==> src/rtl/conv_operand_feeder_if.sv <==
// conv_operand_feeder_if: fmap/weight RAM read ports and MAC operand stream of the convolution feeder
// master: feeder side (drives reads and operands); slave: RAM/MAC side
interface conv_operand_feeder_if #(
  parameter int bitwidth = 17,
  parameter int fmap_aw  = 12,
  parameter int wt_aw    = 8
);
  logic                       fmap_rd_en;
  logic [fmap_aw-1:0]         fmap_addr;
  logic signed [bitwidth-1:0] fmap_data;
  logic                       wt_rd_en;
  logic [wt_aw-1:0]           wt_addr;
  logic signed [bitwidth-1:0] wt_data;
  logic signed [bitwidth-1:0] a;
  logic signed [bitwidth-1:0] b;
  logic                       op_valid;
  logic                       op_first;
  logic                       op_last;
  logic [7:0]                 out_row;
  logic [7:0]                 out_col;
  logic                       mac_reset;
  modport master (
    output fmap_rd_en, fmap_addr, wt_rd_en, wt_addr,
    input  fmap_data, wt_data,
    output a, b, op_valid, op_first, op_last, out_row, out_col, mac_reset
  );
  modport slave (
    input  fmap_rd_en, fmap_addr, wt_rd_en, wt_addr,
    output fmap_data, wt_data,
    input  a, b, op_valid, op_first, op_last, out_row, out_col, mac_reset
  );
endinterface

==> src/rtl/conv_operand_feeder.sv <==
// conv_operand_feeder: streams (fmap, weight) operand pairs for every stride-1 output window to a free-running MAC
// Ports: clk; reset (async, active-low); start (pass request, sampled in IDLE); busy; done (1-cycle pulse);
//        bus (master): RAM read strobes/addresses, 1-cycle-latency RAM data, operands a/b with
//        op_valid/op_first/op_last/out_row/out_col, and mac_reset (active-low MAC reset)
module conv_operand_feeder #(
  parameter int in_height      = 32,
  parameter int in_width       = 32,
  parameter int kernal_height  = 5,
  parameter int kernal_width   = 5,
  parameter int kernal_channel = 3,
  parameter int bitwidth       = 17,
  parameter int fmap_aw        = 12,
  parameter int wt_aw          = 8
) (
  input  logic clk,
  input  logic reset,
  input  logic start,
  output logic busy,
  output logic done,
  conv_operand_feeder_if.master bus
);
  localparam int oh = in_height - kernal_height + 1;
  localparam int ow = in_width - kernal_width + 1;
  typedef enum logic [2:0] {IDLE, ISSUE, DRAIN, HOLD, DONE} state_t;
  state_t state;
  logic [7:0] row, col, ch, kr, kc, n_row, n_col, n_ch, n_kr, n_kc, row_s, col_s;
  logic kc_w, kr_w, ch_w, col_w, row_w, last_q, first_s, last_s, issue;
  // row/col/ch/kr/kc name the next pair to issue; last_q marks that the pair on the address bus is the final one
  always_comb begin
    kc_w  = kc == 8'(kernal_width - 1);
    kr_w  = kr == 8'(kernal_height - 1);
    ch_w  = ch == 8'(kernal_channel - 1);
    col_w = col == 8'(ow - 1);
    row_w = row == 8'(oh - 1);
    n_kc  = kc_w ? 8'd0 : kc + 8'd1;
    n_kr  = !kc_w ? kr : kr_w ? 8'd0 : kr + 8'd1;
    n_ch  = !(kc_w && kr_w) ? ch : ch_w ? 8'd0 : ch + 8'd1;
    n_col = !(kc_w && kr_w && ch_w) ? col : col_w ? 8'd0 : col + 8'd1;
    n_row = !(kc_w && kr_w && ch_w && col_w) ? row : row_w ? 8'd0 : row + 8'd1;
    issue = (state == IDLE && start) || (state == ISSUE && !last_q);
  end
  assign bus.a = bus.op_valid ? bus.fmap_data : '0;
  assign bus.b = bus.op_valid ? bus.wt_data : '0;
  always_ff @(posedge clk or negedge reset) begin
    if (!reset) begin
      state <= IDLE;
      {row, col, ch, kr, kc, row_s, col_s} <= '0;
      {last_q, first_s, last_s, busy, done} <= '0;
      {bus.fmap_rd_en, bus.wt_rd_en, bus.op_valid, bus.op_first, bus.op_last, bus.mac_reset} <= '0;
      bus.fmap_addr <= '0;
      bus.wt_addr <= '0;
      bus.out_row <= '0;
      bus.out_col <= '0;
    end else begin
      case (state)
        IDLE:    state <= start ? ISSUE : IDLE;
        ISSUE:   state <= last_q ? DRAIN : ISSUE;
        DRAIN:   state <= HOLD;
        HOLD:    state <= DONE;
        default: state <= IDLE;
      endcase
      busy <= state == IDLE ? start : state == ISSUE || state == DRAIN;
      done <= state == HOLD;
      // MAC leaves reset with the first valid pair and re-enters it one cycle after the last
      bus.mac_reset <= state == ISSUE || state == DRAIN;
      bus.fmap_rd_en <= issue;
      bus.wt_rd_en <= issue;
      first_s <= issue && kc == 8'd0 && kr == 8'd0 && ch == 8'd0;
      last_s <= issue && kc_w && kr_w && ch_w;
      if (issue) begin
        bus.fmap_addr <= fmap_aw'(32'(ch) * 32'(in_height * in_width) + (32'(row) + 32'(kr)) * 32'(in_width)
                         + 32'(col) + 32'(kc));
        bus.wt_addr <= wt_aw'(32'(ch) * 32'(kernal_height * kernal_width) + 32'(kr) * 32'(kernal_width) + 32'(kc));
        row_s <= row;
        col_s <= col;
        last_q <= kc_w && kr_w && ch_w && col_w && row_w;
        {row, col, ch, kr, kc} <= {n_row, n_col, n_ch, n_kr, n_kc};
      end
      // second stage lines window tags up with the RAM data returned one cycle after the address
      bus.op_valid <= bus.fmap_rd_en;
      bus.op_first <= first_s;
      bus.op_last <= last_s;
      bus.out_row <= row_s;
      bus.out_col <= col_s;
    end
  end
endmodule

==> src/flat_wrapper.sv <==
// flat-port wrapper written by rule: the top's interface ports become plain ports
module conv_operand_feeder_flat 
#(
  parameter int in_height      = 32,
  parameter int in_width       = 32,
  parameter int kernal_height  = 5,
  parameter int kernal_width   = 5,
  parameter int kernal_channel = 3,
  parameter int bitwidth       = 17,
  parameter int fmap_aw        = 12,
  parameter int wt_aw          = 8
)
  (clk, reset, start, busy, done, bus_fmap_rd_en, bus_fmap_addr, bus_wt_rd_en, bus_wt_addr, bus_fmap_data, bus_wt_data, bus_a, bus_b, bus_op_valid, bus_op_first, bus_op_last, bus_out_row, bus_out_col, bus_mac_reset);
  conv_operand_feeder_if #(.bitwidth(bitwidth), .fmap_aw(fmap_aw), .wt_aw(wt_aw)) bus_i ();
  input  logic clk;
  input  logic reset;
  input  logic start;
  output logic busy;
  output logic done;
  output wire logic [$bits(bus_i.fmap_rd_en)-1:0] bus_fmap_rd_en;
  output wire logic [$bits(bus_i.fmap_addr)-1:0] bus_fmap_addr;
  output wire logic [$bits(bus_i.wt_rd_en)-1:0] bus_wt_rd_en;
  output wire logic [$bits(bus_i.wt_addr)-1:0] bus_wt_addr;
  input wire logic [$bits(bus_i.fmap_data)-1:0] bus_fmap_data;
  input wire logic [$bits(bus_i.wt_data)-1:0] bus_wt_data;
  output wire logic [$bits(bus_i.a)-1:0] bus_a;
  output wire logic [$bits(bus_i.b)-1:0] bus_b;
  output wire logic [$bits(bus_i.op_valid)-1:0] bus_op_valid;
  output wire logic [$bits(bus_i.op_first)-1:0] bus_op_first;
  output wire logic [$bits(bus_i.op_last)-1:0] bus_op_last;
  output wire logic [$bits(bus_i.out_row)-1:0] bus_out_row;
  output wire logic [$bits(bus_i.out_col)-1:0] bus_out_col;
  output wire logic [$bits(bus_i.mac_reset)-1:0] bus_mac_reset;
  assign bus_fmap_rd_en = bus_i.fmap_rd_en;
  assign bus_fmap_addr = bus_i.fmap_addr;
  assign bus_wt_rd_en = bus_i.wt_rd_en;
  assign bus_wt_addr = bus_i.wt_addr;
  assign bus_i.fmap_data = bus_fmap_data;
  assign bus_i.wt_data = bus_wt_data;
  assign bus_a = bus_i.a;
  assign bus_b = bus_i.b;
  assign bus_op_valid = bus_i.op_valid;
  assign bus_op_first = bus_i.op_first;
  assign bus_op_last = bus_i.op_last;
  assign bus_out_row = bus_i.out_row;
  assign bus_out_col = bus_i.out_col;
  assign bus_mac_reset = bus_i.mac_reset;
  conv_operand_feeder #(.in_height(in_height), .in_width(in_width), .kernal_height(kernal_height), .kernal_width(kernal_width), .kernal_channel(kernal_channel), .bitwidth(bitwidth), .fmap_aw(fmap_aw), .wt_aw(wt_aw)) u_core (.clk(clk), .reset(reset), .start(start), .busy(busy), .done(done), .bus(bus_i));
endmodule
==> config.mk <==
export PLATFORM = sky130hd
export DESIGN_NAME = conv_operand_feeder_flat
export DESIGN_NICKNAME = d
export VERILOG_FILES = /design/src/rtl/conv_operand_feeder_if.sv /design/src/rtl/conv_operand_feeder.sv /design/src/flat_wrapper.sv
export SDC_FILE = /design/constraint.sdc
export NUM_CORES = 1
export LEC_CHECK = 0
export CORE_UTILIZATION = 60
export CTS_BUF_LIST = sky130_fd_sc_hd__clkbuf_16
export DETAILED_ROUTE_END_ITERATION = 7
export DONT_BUFFER_PORTS = 1
export PLACE_DENSITY_LB_ADDON = 0.12
export RECOVER_POWER = 25
export SYNTH_ARGS = -nofsm -noshare
export SYNTH_HDL_FRONTEND = slang
export SYNTH_SLANG_ARGS = --single-unit
==> constraint.sdc <==
create_clock -name clk -period 7.7 [get_ports clk]
set_input_delay 1.54 -clock clk [delete_from_list [all_inputs] [get_ports clk]]
set_output_delay 1.54 -clock clk [all_outputs]
set_load 0.05 [all_outputs]
* Word-level counts from Yosys, hierarchy flattened
Index checks and enable logic that the tools add are counted.
Word-level totals: input bits 37, register bits 105, logic and storage cells 77, output and inout port bits 78
Cells by class: muxes and demuxes 11, multipliers 2, eq/ne operators 8, add/sub/neg operators 11, reductions and logical operators 23
Operators by type and width (number):
- adder 8 x 1 -> 8 bit, second input constant | 5
- two-way mux 8 bit | 5
- two-way mux 17 bit | 2
- adder 12 x 8 -> 12 bit | 2
- logical NOT 8 bit | 3
- adder 8 bit | 2
- == test 8 x 3 -> 1 bit, second input constant | 2
- == test 8 x 5 -> 1 bit, second input constant | 2
- adder 12 bit | 1
- logical AND 1 bit | 12
- case mux 3 bit (4 select lines) | 1
- == test 8 x 2 -> 1 bit, second input constant | 1
- multiplier 8 x 3 -> 8 bit, second input constant | 1
- multiplier 8 x 5 -> 8 bit, second input constant | 1
- AND reduction 2 bit | 4
- adder 7 bit | 1
- == test 3 x 2 -> 1 bit, second input constant | 2
- == test 3 x 1 -> 1 bit, second input constant | 1
- logical NOT 3 bit | 1
- logical OR 1 bit | 2
- two-way mux 1 bit | 2
- two-way mux 2 bit | 1
- logical NOT 1 bit | 1

* Depth between registers and ports, before layout
Gate-level depths: netlist of run 1.
depth in word-level cells 6, depth in mapped cells 14, gate-level depth less buffers 14

* Least setup slack after synthesis of run 1
No wires, ideal clock.
path kind reg-to-reg, start reg u_core.ch[0], end reg u_core.bus.wt_addr[7], arrival 3.359 ns, buffers on the path 0, setup time 0.136 ns, path slack 4.204 ns, clock period less this slack 3.496 ns, required time 7.564 ns, stages on the path, launching flop included 14, cell sequence dfrtp_1 > inv_1 > ha_1 > fa_1 > inv_1 > fa_1 > fa_1 > inv_1 > ha_1 > o21ai_0 > o21bai_1 > a21oi_1 > xnor2_1 > o21ai_0
On the way: longest elaborated chain between the ends 3
RTL lines:
- start: declaration | line conv_operand_feeder.sv:26 | logic [7:0] row, col, ch, kr, kc, n_row, n_col, n_ch, n_kr, n_kc, row_s, col_s;
- start signal: assignment | line conv_operand_feeder.sv:77 | {row, col, ch, kr, kc} <= {n_row, n_col, n_ch, n_kr, n_kc};
- multiplier 8 x 5 -> 8 bit | line conv_operand_feeder.sv:73 | bus.wt_addr <= wt_aw'(32'(ch) * 32'(kernal_height * kernal_width) + 32'(kr) * 32'(kernal_width) + 32'(kc));
- adder 8 bit (2 in a row) | line conv_operand_feeder.sv:73
- end signal: assignment | line conv_operand_feeder.sv:73
- end: declaration | line conv_operand_feeder_if.sv:23 | output fmap_rd_en, fmap_addr, wt_rd_en, wt_addr,
Every way passes these cells. A chain may end at the register's enable or synchronous reset.

* Worst setup path after layout of run 1
Ends and elaborated chain as after synthesis.

==> metrics.md, run 1 <==
| Metric | Value |
|---|---|
| Most numerous cell types in the synthesized netlist | dfrtp_1 (104), nand2_1 (104), ha_1 (59) |
| CP cell instances | inv_1 > ha_1 > fa_1 > inv_1 > fa_1 > fa_1 > inv_1 > ha_1 > o21ai_0 > o21bai_1 > a21oi_1 > xnor2_1 > o21ai_0 |
| DIE WIDTH | ~100 microns |
| Fraction of layout cells with a size suffix above 1 | 4.84% |
| Total CTS buffers | 9 |
| Fin util | 67.4% |
| Arr. time, crit path | 3990 ps |
| Clock sink count | ~100 |
| Post-synth net total | between 700 and 800 |
| Pwr per Cell Area | 157 nW/um^2 |
| Top Ports | roughly 120 |
| Final worst path period share | approximately half |
| Layout Skew | 10.8 ps |
| Port Buffers | 0 |
| CTS tree | built |
| Setup ws final | around 3900 ps |
| CP required | slightly below 8000 ps |
| DRT Pass-1 Iters | 4 |
| Synth top area share | 41.4% |
| CP max FO | 8 |
| Fmax | 265 MHz |
| Distinct cells, synth | 61 |
| First-pass GRT wire length | 23.6 mm |
| Multi-input logic area | 3380 sq um |
| WS Path Type | reg2reg |
| Worst hold path class | reg2reg |
| Max-slew headroom | between 30 and 40% |
| Grt ovf | 0 |
| Vias in the first global route | 4613 |
| Status | finished clean |
| Antenna Nets Post-Route | 0 |
| VDD IR max | ~140 uV |
| Row count | 36 |
| Critical Path Max Stage Delay | 540 ps |
| Pre-CTS WS | approximately 3900 ps |
| Max Cap Viol | 0 |
| Slew Limit Fails | 0 |
| H-tree levels | 3 |
| Starting Density | 63.1% |
| Hold_buf cts | 0 |
| Bufs on Longest Clock Path | 2 |
| Clock Tree Root | clkbuf_16 |
| Cts repair resizes | 0 |
| Cell taking the most area after synthesis | dfrtp_1 |
| Yosys warns | 0 |
| WL per Instance | around 18 microns |
| Via total after detailed routing | 4528 |
| Final hold slack | between 300 and 400 ps |
| Final TNS setup | 0 ps |
| RSZ-0062 raised after global routing | false |
| GRT Util Overall | 28.0% |
| Post-synth top flop | dfrtp_1 |
| Setup bufs post-CTS | 0 |
| FILL cells | 803 |
| Initial antenna violation count | 6 |
| Core Box Area | roughly 10000 sq um |
| DRC errors left | 0 |
| Cells after synthesis | between 600 and 700 |
| Final GP Congestion | 0.858 |
| FF+latch count, synth | about 100 |
| Die Height | roughly 100 microns |
| Clock transition at the registers of the reported paths | ~80 ps |
| # nets final | 751 |
| Leak Pwr | 0.00329 uW |
| Post-synthesis cell area | 6280 sq um |
| Initial DRC count | ~230 |
| Startpoint Class | register |
| Post-layout min period | 3780 ps |
| Register Area | about 2600 sq um |
| Total power draw | 1050 uW |
| Die footprint | 10900 sq um |
| Synth top area cells | dfrtp_1 (41%), ha_1 (12%), fa_1 (6.4%), nand2_1 (6.2%), xnor2_1 (4.0%) |
| Seq/Total Area, Yosys | 41.4% |
| WL final | approximately 14 mm |
| Hold depth | 0 |
| R2R cell count | 13 |
| Dpl hpwl | 10.9 mm |
| Post-synth EDFFs | 0 |
| Mapped Avg Cell Area | 9.82 sq um |
| DR vias/cell | approximately 5.8 |
| Fin. Hold Viols | 0 |
| Ys async rst share | 100% |
| Least-Margin Pin Slew | ~1000 ps |
| Setup violations, final | 0 |
| Pin count of the biggest net entering global routing | 105 |
| Highest-delay cell along the critical path | fa_1 |
| Crit. End Element | register |
| P&R area growth vs syn | 6.71% |
| Clk_lat worst skew | 350 ps |
state kept, by name (all words and copies together) (netlist names), 8 cells and up:
signal	count
u_core.bus.fmap_addr	12
u_core.bus.out_col	8
u_core.bus.out_row	8
u_core.bus.wt_addr	8
u_core.ch	8
u_core.col	8
u_core.col_s	8
u_core.kc	8
u_core.kr	8
u_core.row	8
u_core.row_s	8
worst max-delay path, delay by kind of cell (launching register included):
family                   cells  cell delay (ps)
buffers and inverters        3              260
AO/OA/AOI/OAI                4              520
flip-flops                   1              490
XOR/XNOR                     1              130
adder cells (fa/ha/maj)      5             2240
kinds of logic after synthesis:
| family | share of synthesized area (%) |
|---|---|
| and+or+nand+nor | 19.6 |
| adders and majority gates | 18.1 |
| AOI/OAI and AO/OA | 9.58 |
| muxes | 0.538 |
| xor gates and xnor gates | 5.79 |
| DFF | 41.4 |
| buffers and inverters | 4.92 |
final timing paths:
| kind | start | end | slack, ps |
|---|---|---|---|
| max | u_core.ch[0]$_DFFE_PN0P_ | u_core.bus.wt_addr[7]$_DFFE_PN0P_ | 3920 |
| min | u_core.first_s$_DFF_PN0_ | u_core.bus.op_first$_DFF_PN0_ | 360 |
| max reg2reg | u_core.ch[0]$_DFFE_PN0P_ | u_core.bus.wt_addr[7]$_DFFE_PN0P_ | 3920 |
| min reg2reg | u_core.first_s$_DFF_PN0_ | u_core.bus.op_first$_DFF_PN0_ | 360 |
| max in group asynchronous | reset | u_core.ch[1]$_DFFE_PN0P_ | 6580 |
| min in group asynchronous | reset | u_core.bus.wt_addr[7]$_DFFE_PN0P_ | 890 |
metal layers:
metal / global-route usage [%] / wire length (microns) / vias to the layer above
met5: 0 / 0 / -
met2: 45.2 / 6710 / 141
li1: - / - / 2154
met3: 4.32 / 697 / 22
met1: 37.2 / 6400 / 2211
met4: 12.9 / 468 / 0
final cells by class:
cell class,instances,area share (%)
well taps,133,2.48
clock inverters,7,1.27
multi-input cells,461,50.5
diodes,7,0.261
flip-flops and latches,104,38.8
clock buffers,9,3.36
repair buffers,1,0.112
inverters,58,3.25
where the power goes:
group          switching, uW  leakage [uW]  internal [uW]  total (uW)
Combinational           37.3       0.00177           4.63        42.0
Sequential                 0       0.00137            546         546
Clock                    230      0.000147            233         463
placed cells by master, fill, tap and decap left out, drive strengths merged, types with 2 or more instances in the layout:
cell type,n
nand2,106
dfrtp,104
ha,59
o21bai,5
nor2,17
and3,11
a31oi,2
xnor2,29
nand2b,6
nor4,4
and4,2
or3,6
a21o,6
nand4,8
xor2,10
clkinv,3
inv,61
or4b,3
a21oi,17
clkbuf,9
or2,4
o21ai,45
nand3,18
diode,7
and2,39
nor3,11
nor2b,2
fa,20
o31ai,3
mux2,3
or4,2
a211o,2
a211oi,6
per-stage QoR:
step / instances / cell area (sq um)
after floorplan: 640 / 6280
after global placement: 757 / 6380
after detailed placement: 757 / 6380
after CTS: 773 / 6690
after global routing: 780 / 6710
final: 780 / 6710
Note: power is estimated with default switching activity, not from simulation.
==> run 2, diff against run 1 <==
--- a/config.mk
+++ b/config.mk
@@ -5,7 +5,8 @@
 export SDC_FILE = /design/constraint.sdc
 export NUM_CORES = 1
 export LEC_CHECK = 0
-export CORE_UTILIZATION = 60
+export ABC_AREA = 1
+export CORE_UTILIZATION = 58
 export CTS_BUF_LIST = sky130_fd_sc_hd__clkbuf_16
 export DETAILED_ROUTE_END_ITERATION = 7
 export DONT_BUFFER_PORTS = 1
==> constraint.sdc (replaced) <==
create_clock -name clk -period 3.4 [get_ports clk]
set_input_delay 0.68 -clock clk [delete_from_list [all_inputs] [get_ports clk]]
set_output_delay 0.68 -clock clk [all_outputs]
set_load 0.05 [all_outputs]
==> metrics.md, run 2 <==
| Metric | Value |
|---|---|
| Status | finished clean |
| Fraction of layout cells with a size suffix above 1 | 12.2% (+7.3 points) |
| Top Ports | 115 (unchanged) |
| Initial antenna violation count | 0 (-6) |
| Die Height | 109 microns (+4.3%) |
| Clock sink count | 104 (unchanged) |
| Final TNS setup | 0 ps (unchanged) |
| WS Path Type | reg2reg |
| GRT Util Overall | 27.3% (-0.71 points) |
| Yosys warns | 0 (unchanged) |
| Main combinational cell family by area after synthesis | simple AND/OR/NAND/NOR gates |
| Pwr per Cell Area | 321 nW/um^2 (+110%) |
| Reg with most FFs | u_core.bus.fmap_addr |
| Post-synth EDFFs | 0 (unchanged) |
| Clk_lat worst skew | 350 ps (about the same) |
| Finished layout cell area | 7270 sq um (+8.4%) |
| Via total after detailed routing | 5090 (+12%) |
| Post-synthesis cell area | 6620 sq um (+5.4%) |
| Final hold slack | 21.8 ps (-337 ps) |
| Least-Margin Pin Slew | 1010 ps (-28.5 ps) |
| Final worst path period share | 99.1% (+50 points) |
| Fin. Hold Viols | 0 (unchanged) |
| Clock Tree Root | clkbuf_16 |
| Bufs on Longest Clock Path | 2 (unchanged) |
| Max Cap Viol | 0 (unchanged) |
| Worst hold path class | in2async |
| DR vias/cell | 5.38 (-7.3%) |
| Post-synth top flop | dfrtp_1 |
| Cell taking the most area after synthesis | dfrtp_1 |
| WL per Instance | 16.3 microns (-11%) |
| Core Box Area | 11000 sq um (+10%) |
| Setup ws final | 31.4 ps (-3890 ps) |
| Startpoint Class | register |
| Post-layout min period | 3370 ps (-411 ps) |
| Final GP Congestion | 0.919 (+7.0%) |
| FF+latch count, synth | 104 (unchanged) |
| Adder-cell area share of the yosys netlist | 17.2% (-0.93 points) |
| DRT Pass-1 Iters | 4 (unchanged) |
| Crit-path leading delay family | adder cells |
| P&R area growth vs syn | 9.75% |
| RR Endpoint | u_core.bus.wt_addr[7]$_DFFE_PN0P_ |
| Vias in the first global route | 4870 (+5.6%) |
| Cell with the most instances after synthesis | nand2_1 |
| DP Area | 6860 sq um (+7.5%) |
| Synth Area in Compound Gates | 6.37% (-3.2 points) |
| Starting Density | 60.3% (-2.8 points) |
| Row count | 38 (+5.6%) |
| Total CTS buffers | 9 (unchanged) |
| Arr. time, crit path | 3610 ps (-380 ps) |
| CTS tree | built |
| RR Startpoint | u_core.ch[1]$_DFFE_PN0P_ |
| Synth top area share | 39.3% (-2.1 points) |
| R2R cell count | 17 (+4) |
| CP cell instances | inv_2 > ha_4 > fa_1 > inv_2 > fa_1 > fa_1 > inv_2 > ha_4 > nand3_2 > nand3_2 > nand2_2 > nand2_1 > nand2_1 > nand2_2 > nand3_2 > nand3_2 > nand2_1 |
| Post-synth net total | 900 (+19%) |
| CP most frequent cell | nand3_2 |
| Ys async rst share | 100% (unchanged) |
| Antenna Cells | 0 (-7) |
| Critical Path Max Stage Delay | 570 ps (+30 ps) |
| Distinct cells, synth | 39 (-36%) |
| DIE WIDTH | 109 microns (+4.3%) |
| # nets final | 917 (+22%) |
| RSZ-0062 raised after global routing | true |
| Layout Skew | 6.13 ps (-4.63 ps) |
| Dpl hpwl | 11.8 mm (+9.0%) |
| Mapped Avg Cell Area | 8.45 sq um (-14%) |
| Initial DRC count | 301 (+33%) |
| Commonest non-fill, non-tap cell in the layout | nand2_1 |
| Cells after synthesis | 784 (+23%) |
| VDD IR max | 343 uV (+140%) |
| Crit. End Element | register |
| Clock transition at the registers of the reported paths | 70 ps (about the same) |
| Leak Pwr | 0.00389 uW (+18%) |
| DRC errors left | 0 (unchanged) |
| Pin count of the biggest net entering global routing | 105 (unchanged) |
| Grt ovf | 0 (unchanged) |
| Register Area | 2600 sq um (unchanged) |
| CP max FO | 3 (-5) |
| Die footprint | 11900 sq um (+8.9%) |
| Antenna Nets Post-Route | 0 (unchanged) |
| Multi-input logic area | 3470 sq um (+2.5%) |
| Most frequent cells in the layout | nand2_1 (190), inv_1 (137), dfrtp_1 (104) |
| Setup violations, final | 0 (unchanged) |
| Synth Area in Simple Gates | 22.6% (+3.0 points) |
| WL final | 15.4 mm (+7.8%) |
| Most numerous cell types in the synthesized netlist | nand2_1 (194), inv_1 (143), dfrtp_1 (104) |
| H-tree levels | 3 (unchanged) |
| FILL cells | 914 (+14%) |
| Slew Limit Fails | 0 (unchanged) |
| Synth top area cells | dfrtp_1 (39%), ha_1 (11%), nand2_1 (11%), inv_1 (8.1%), fa_1 (6.0%) |
| Seq/Total Area, Yosys | 39.3% (-2.1 points) |
| First-pass GRT wire length | 24.0 mm (+1.5%) |
| CP required | 3640 ps (-4270 ps) |
| Pre-CTS WS | -73.0 ps (-3990 ps) |
| Fin util | 66.2% (-1.2 points) |
| Setup slack, reg-to-reg | 30 ps (-3890 ps) |
| Post-synthesis mux area share | 0% (-0.54 points) |
| Highest-delay cell along the critical path | fa_1 |
| Port Buffers | 0 (unchanged) |
| Max-slew headroom | 32.9% (+1.9 points) |
| CP Buf/Inv Count | 3 (unchanged) |
| Fmax | 297 MHz (+12%) |
| Max reg flops | 12 (unchanged) |
| Xor and xnor area share after synthesis | 4.63% (-1.2 points) |
==> run 2: cell types whose count changed in the layout (fill, tap and decap cells not counted), moves of 13 or more <==
cell	delta
and2_1	-35
buf_4	+18
inv_1	+80
inv_2	+13
nand2_1	+86
nand3_1	+18
nor2_1	+17
xnor2_1	-18
xor2_1	+14
==> run 2: per-layer routing <==
| layer | global-route usage [%] | wire (microns) |
|---|---|---|
| met5 | 0 | 0 |
| met4 | 10.7 | 386 |
| met3 | 4.24 | 789 |
| met2 | 46.7 | 7660 |
| met1 | 34.5 | 6550 |
==> run 2: kinds of logic (layout without fill, tap and decap cells) <==
kind of cell,count (synthesis),after routing
AOI/OAI and AO/OA,77,77
xor gates and xnor gates,35,35
adders and majority gates,79,79
buffers and inverters,167,189
DFF,104,104
and+or+nand+nor,322,322
==> run 2: worst reg2reg max path: cells and delay by family, from the launching register on <==
kind,cells,cell delay (ps)
AND/OR/NAND/NOR,9,630
adder cells (fa/ha/maj),5,2070
flip-flops,1,400
buffers and inverters,3,180
==> run 2: final cells by class <==
class,instances,share of cell area [%]
multi-input combinational,513,47.7
sequential,104,35.8
inverter,151,7.87
clock buffer,9,3.10
tap,140,2.41
timing repair buffer,22,2.39
clock inverter,7,0.740
==> run 2: how the worst max path moves through the flow <==
stage	startpoint	slack, ps	endpoint	cells after the start
after floorplan	u_core.ch[0]$_DFFE_PN0P_	40	u_core.bus.wt_addr[7]$_DFFE_PN0P_	17
after global placement	u_core.kr[2]$_DFFE_PN0P_	30	u_core.bus.wt_addr[7]$_DFFE_PN0P_	16
after detailed placement	u_core.kr[2]$_DFFE_PN0P_	-70	u_core.bus.wt_addr[7]$_DFFE_PN0P_	16
after CTS	u_core.kr[2]$_DFFE_PN0P_	-20	u_core.bus.wt_addr[7]$_DFFE_PN0P_	16
after global routing	u_core.ch[0]$_DFFE_PN0P_	-90	u_core.bus.wt_addr[7]$_DFFE_PN0P_	17
final	u_core.ch[1]$_DFFE_PN0P_	30	u_core.bus.wt_addr[7]$_DFFE_PN0P_	17
==> run 2: what timing repair did <==
action | CTS | global route
hold buffers | 0 | 2
buffers inserted | 0 | 3
pin swaps | 1 | 22
endpoints found under the hold margin | 0 | 7
resized for setup | 2 | 21
endpoints found under the setup margin | 2 | 2
==> run 2: report_power, final <==
part / total [uW] / internal [uW] / leakage (uW) / switching, uW
Sequential: 1240 / 1240 / 0.00128 / 0
Combinational: 105 / 9.20 / 0.00248 / 96.2
Clock: 994 / 505 / 0.000140 / 489
Total: 2340 / 1750 / 0.00389 / 586
==> run 2: through the flow <==
stage / total power, uW / cells
after floorplan: 1350 / 784
after global placement: 1360 / 925
after detailed placement: 1360 / 925
after CTS: 2350 / 941
after global routing: 2410 / 946
final: 2340 / 946
==> run 3, diff against run 2 <==
--- a/config.mk
+++ b/config.mk
@@ -6,7 +6,9 @@
 export NUM_CORES = 1
 export LEC_CHECK = 0
 export ABC_AREA = 1
-export CORE_UTILIZATION = 58
+export CELL_PAD_IN_SITES_DETAIL_PLACEMENT = 1
+export CELL_PAD_IN_SITES_GLOBAL_PLACEMENT = 2
+export CORE_UTILIZATION = 35
 export CTS_BUF_LIST = sky130_fd_sc_hd__clkbuf_16
 export DETAILED_ROUTE_END_ITERATION = 7
 export DONT_BUFFER_PORTS = 1
==> metrics.md, run 3 (same netlist as run 2, synthesis figures left out) <==
| Metric | Value |
|---|---|
| Vias in the first global route | 5138 (+5.5%) |
| Critical Path Max Stage Delay | 550 ps (-20 ps) |
| Port Buffers | 0 (unchanged) |
| Worst hold path class | in2async |
| Finished layout cell area | 7420 sq um (+2.1%) |
| FILL cells | 2168 (+140%) |
| VDD IR max | 228 uV (-34%) |
| Clk network pwr share | 45.8% (+3.2 points) |
| Max reg flops | 12 (unchanged) |
| Fin. Hold Viols | 0 (unchanged) |
| Dpl hpwl | 13.4 mm (+13%) |
| Grt ovf | 0 (unchanged) |
| Slew Limit Fails | 86 (+86) |
| DRT Pass-1 Iters | 4 (unchanged) |
| Least-Margin Pin Slew | 2240 ps (+1240 ps) |
| WS Path Type | reg2reg |
| Status | finished with violations |
| Arr. time, crit path | 3540 ps (-70 ps) |
| Layout Skew | 11.6 ps (+5.49 ps) |
| Die footprint | 19500 sq um (+64%) |
| Fraction of layout cells with a size suffix above 1 | 12.8% (+0.60 points) |
| Most frequent cells in the layout | nand2_1 (189), inv_1 (137), dfrtp_1 (103) |
| First-pass GRT wire length | 28.0 mm (+17%) |
| DIE WIDTH | 140 microns (+28%) |
| Core Box Area | 18300 sq um (+66%) |
| Via total after detailed routing | 4998 (-1.8%) |
| Clock transition at the registers of the reported paths | 80 ps (about the same) |
| # nets final | 918 (+0.11%) |
| Clock Tree Root | clkbuf_16 |
| RR Endpoint | u_core.bus.wt_addr[7]$_DFFE_PN0P_ |
| P&R area growth vs syn | 12.1% |
| Final worst path period share | 96.9% (-2.1 points) |
| Post-layout min period | 3300 ps (-72.7 ps) |
| Commonest non-fill, non-tap cell in the layout | nand2_1 |
| Antenna Cells | 0 (unchanged) |
| Antenna Nets Post-Route | 0 (unchanged) |
| Row count | 49 (+29%) |
| Multi-input logic area | 3460 sq um (about the same) |
| GRT Util Overall | 18.6% (-8.7 points) |
| RSZ-0062 raised after global routing | true |
| Bufs on Longest Clock Path | 2 (unchanged) |
| DP Area | 7000 sq um (+2.1%) |
| Setup slack, reg-to-reg | 100 ps (+70 ps) |
| Crit. End Element | register |
| Placed Instances | 1018 (+10%) |
| Initial DRC count | 203 (-33%) |
| Share of power burned in registers | 49.6% (-3.3 points) |
| Initial antenna violation count | 0 (unchanged) |
| Setup violations, final | 0 (unchanged) |
| Startpoint Class | register |
| Reg with most FFs | u_core.bus.fmap_addr |
| Max-slew headroom | -49.5% (-82 points) |
| CP max FO | 5 (+2) |
| WL final | 17.3 mm (+12%) |
| Highest-delay cell along the critical path | fa_1 |
| CP Launch Point | u_core.kr[4]$_DFFE_PN0P_ |
| Failing checks | max-capacitance violations, max-slew violations |
| Die Height | 140 microns (+28%) |
| Pwr per Cell Area | 336 nW/um^2 (+4.6%) |
| CP cell instances | buf_4 > ha_4 > fa_1 > inv_1 > fa_1 > fa_1 > inv_1 > ha_1 > nand2_2 > nand2_2 > inv_1 > nand2_1 > nand3_1 > nand2_1 |
| CTS tree | built |
| RR Startpoint | u_core.kr[4]$_DFFE_PN0P_ |
| Clk_lat worst skew | 360 ps (about the same) |
| H-tree levels | 3 (unchanged) |
| DRC errors left | 0 (unchanged) |
| WL per Instance | 16.7 microns (+2.5%) |
| Fmax | 303 MHz (+2.2%) |
| Register Area | 2600 sq um (about the same) |
| Clock sink count | 104 (unchanged) |
| Cell Count, Final, Fillers Out | 1036 (+9.5%) |
| Final GP Congestion | 0.814 (-11%) |
| Top Ports | 115 (unchanged) |
| Switching power of the nets | 653 uW (+11%) |
| Total power draw | 2490 uW (+6.8%) |
| Total CTS buffers | 9 (unchanged) |
| Leak Pwr | 0.00391 uW (+0.47%) |
| Pin count of the biggest net entering global routing | 86 (-18%) |
| Max Cap Viol | 1 (+1) |
| Internal Dissipation | 1840 uW (+5.2%) |
| DR vias/cell | 4.82 (-10%) |
| Switching share of total power | 26.2% (+1.1 points) |
| Starting Density | 36.3% (-24 points) |
| R2R cell count | 14 (-3) |
| Combinational Power Share | 4.7% (+0.2 points) |
| CP required | 3650 ps (about the same) |
==> run 3: cell type report <==
type	count	share of cell area, %
multi-input cells	513	46.7
flip-flops and latches	104	35.1
inverters	151	7.70
well taps	229	3.86
clock buffers	9	3.03
repair buffers	23	2.34
clock inverters	7	1.31
==> run 3: repair_timing <==
action,in CTS,in global routing
setup buffers,0,1
resized for setup,2,22
pin swaps,2,11
setup endpoints to repair,2,5
hold endpoints to repair,85,0
hold buffers,1,0
==> run 3: layer usage <==
layer / share of wire, % / up-vias / GRT usage, %
met5: 0 / - / 0
met4: 1.3 / 0 / 4.86
met1: 49 / 2413 / 25.0
met3: 3.4 / 13 / 3.17
met2: 46 / 99 / 30.9
li1: - / 2473 / -
==> run 3: how the worst max path moves through the flow <==
stage,to,slack (ps),depth (start not counted)
2_1_floorplan,u_core.bus.wt_addr[7]$_DFFE_PN0P_,40,17
3_3_place_gp,u_core.bus.wt_addr[7]$_DFFE_PN0P_,10,16
3_5_place_dp,u_core.bus.wt_addr[7]$_DFFE_PN0P_,-60,16
4_1_cts,u_core.bus.wt_addr[7]$_DFFE_PN0P_,-20,16
5_1_grt,u_core.bus.wt_addr[7]$_DFFE_PN0P_,-40,17
6_report,u_core.bus.wt_addr[7]$_DFFE_PN0P_,100,14
==> run 3: critical path, delay by kind of cell (launching register included) <==
kind | cells | cell delay (ps)
buffers and inverters | 4 | 320
AND/OR/NAND/NOR | 5 | 320
adder cells (fa/ha/maj) | 5 | 2140
flip-flops | 1 | 420
==> run 3: through the flow <==
stage | util, % | hold WS [ps] | setup TNS (ps) | setup WS (ps)
2_1_floorplan | - | 331 | 0 | 44.7
3_3_place_gp | 38.3 | 339 | 0 | 13.5
3_5_place_dp | 38.3 | 336 | -74.5 | -62.2
4_1_cts | 40.3 | 2.92 | -18.9 | -18.9
5_1_grt | 40.6 | 0.771 | -55.5 | -42.8
6_report | 40.6 | 24.3 | 0 | 104
==> run 3: power by group through the flow <==
stage                     clock, uW  sequential (uW)  combinational (uW)
final                          1140             1240                 116
after detailed placement          0             1260                96.3
after CTS                      1180             1240                 122
after floorplan                   0             1260                92.7
after global routing           1220             1240                 124
after global placement            0             1260                96.1
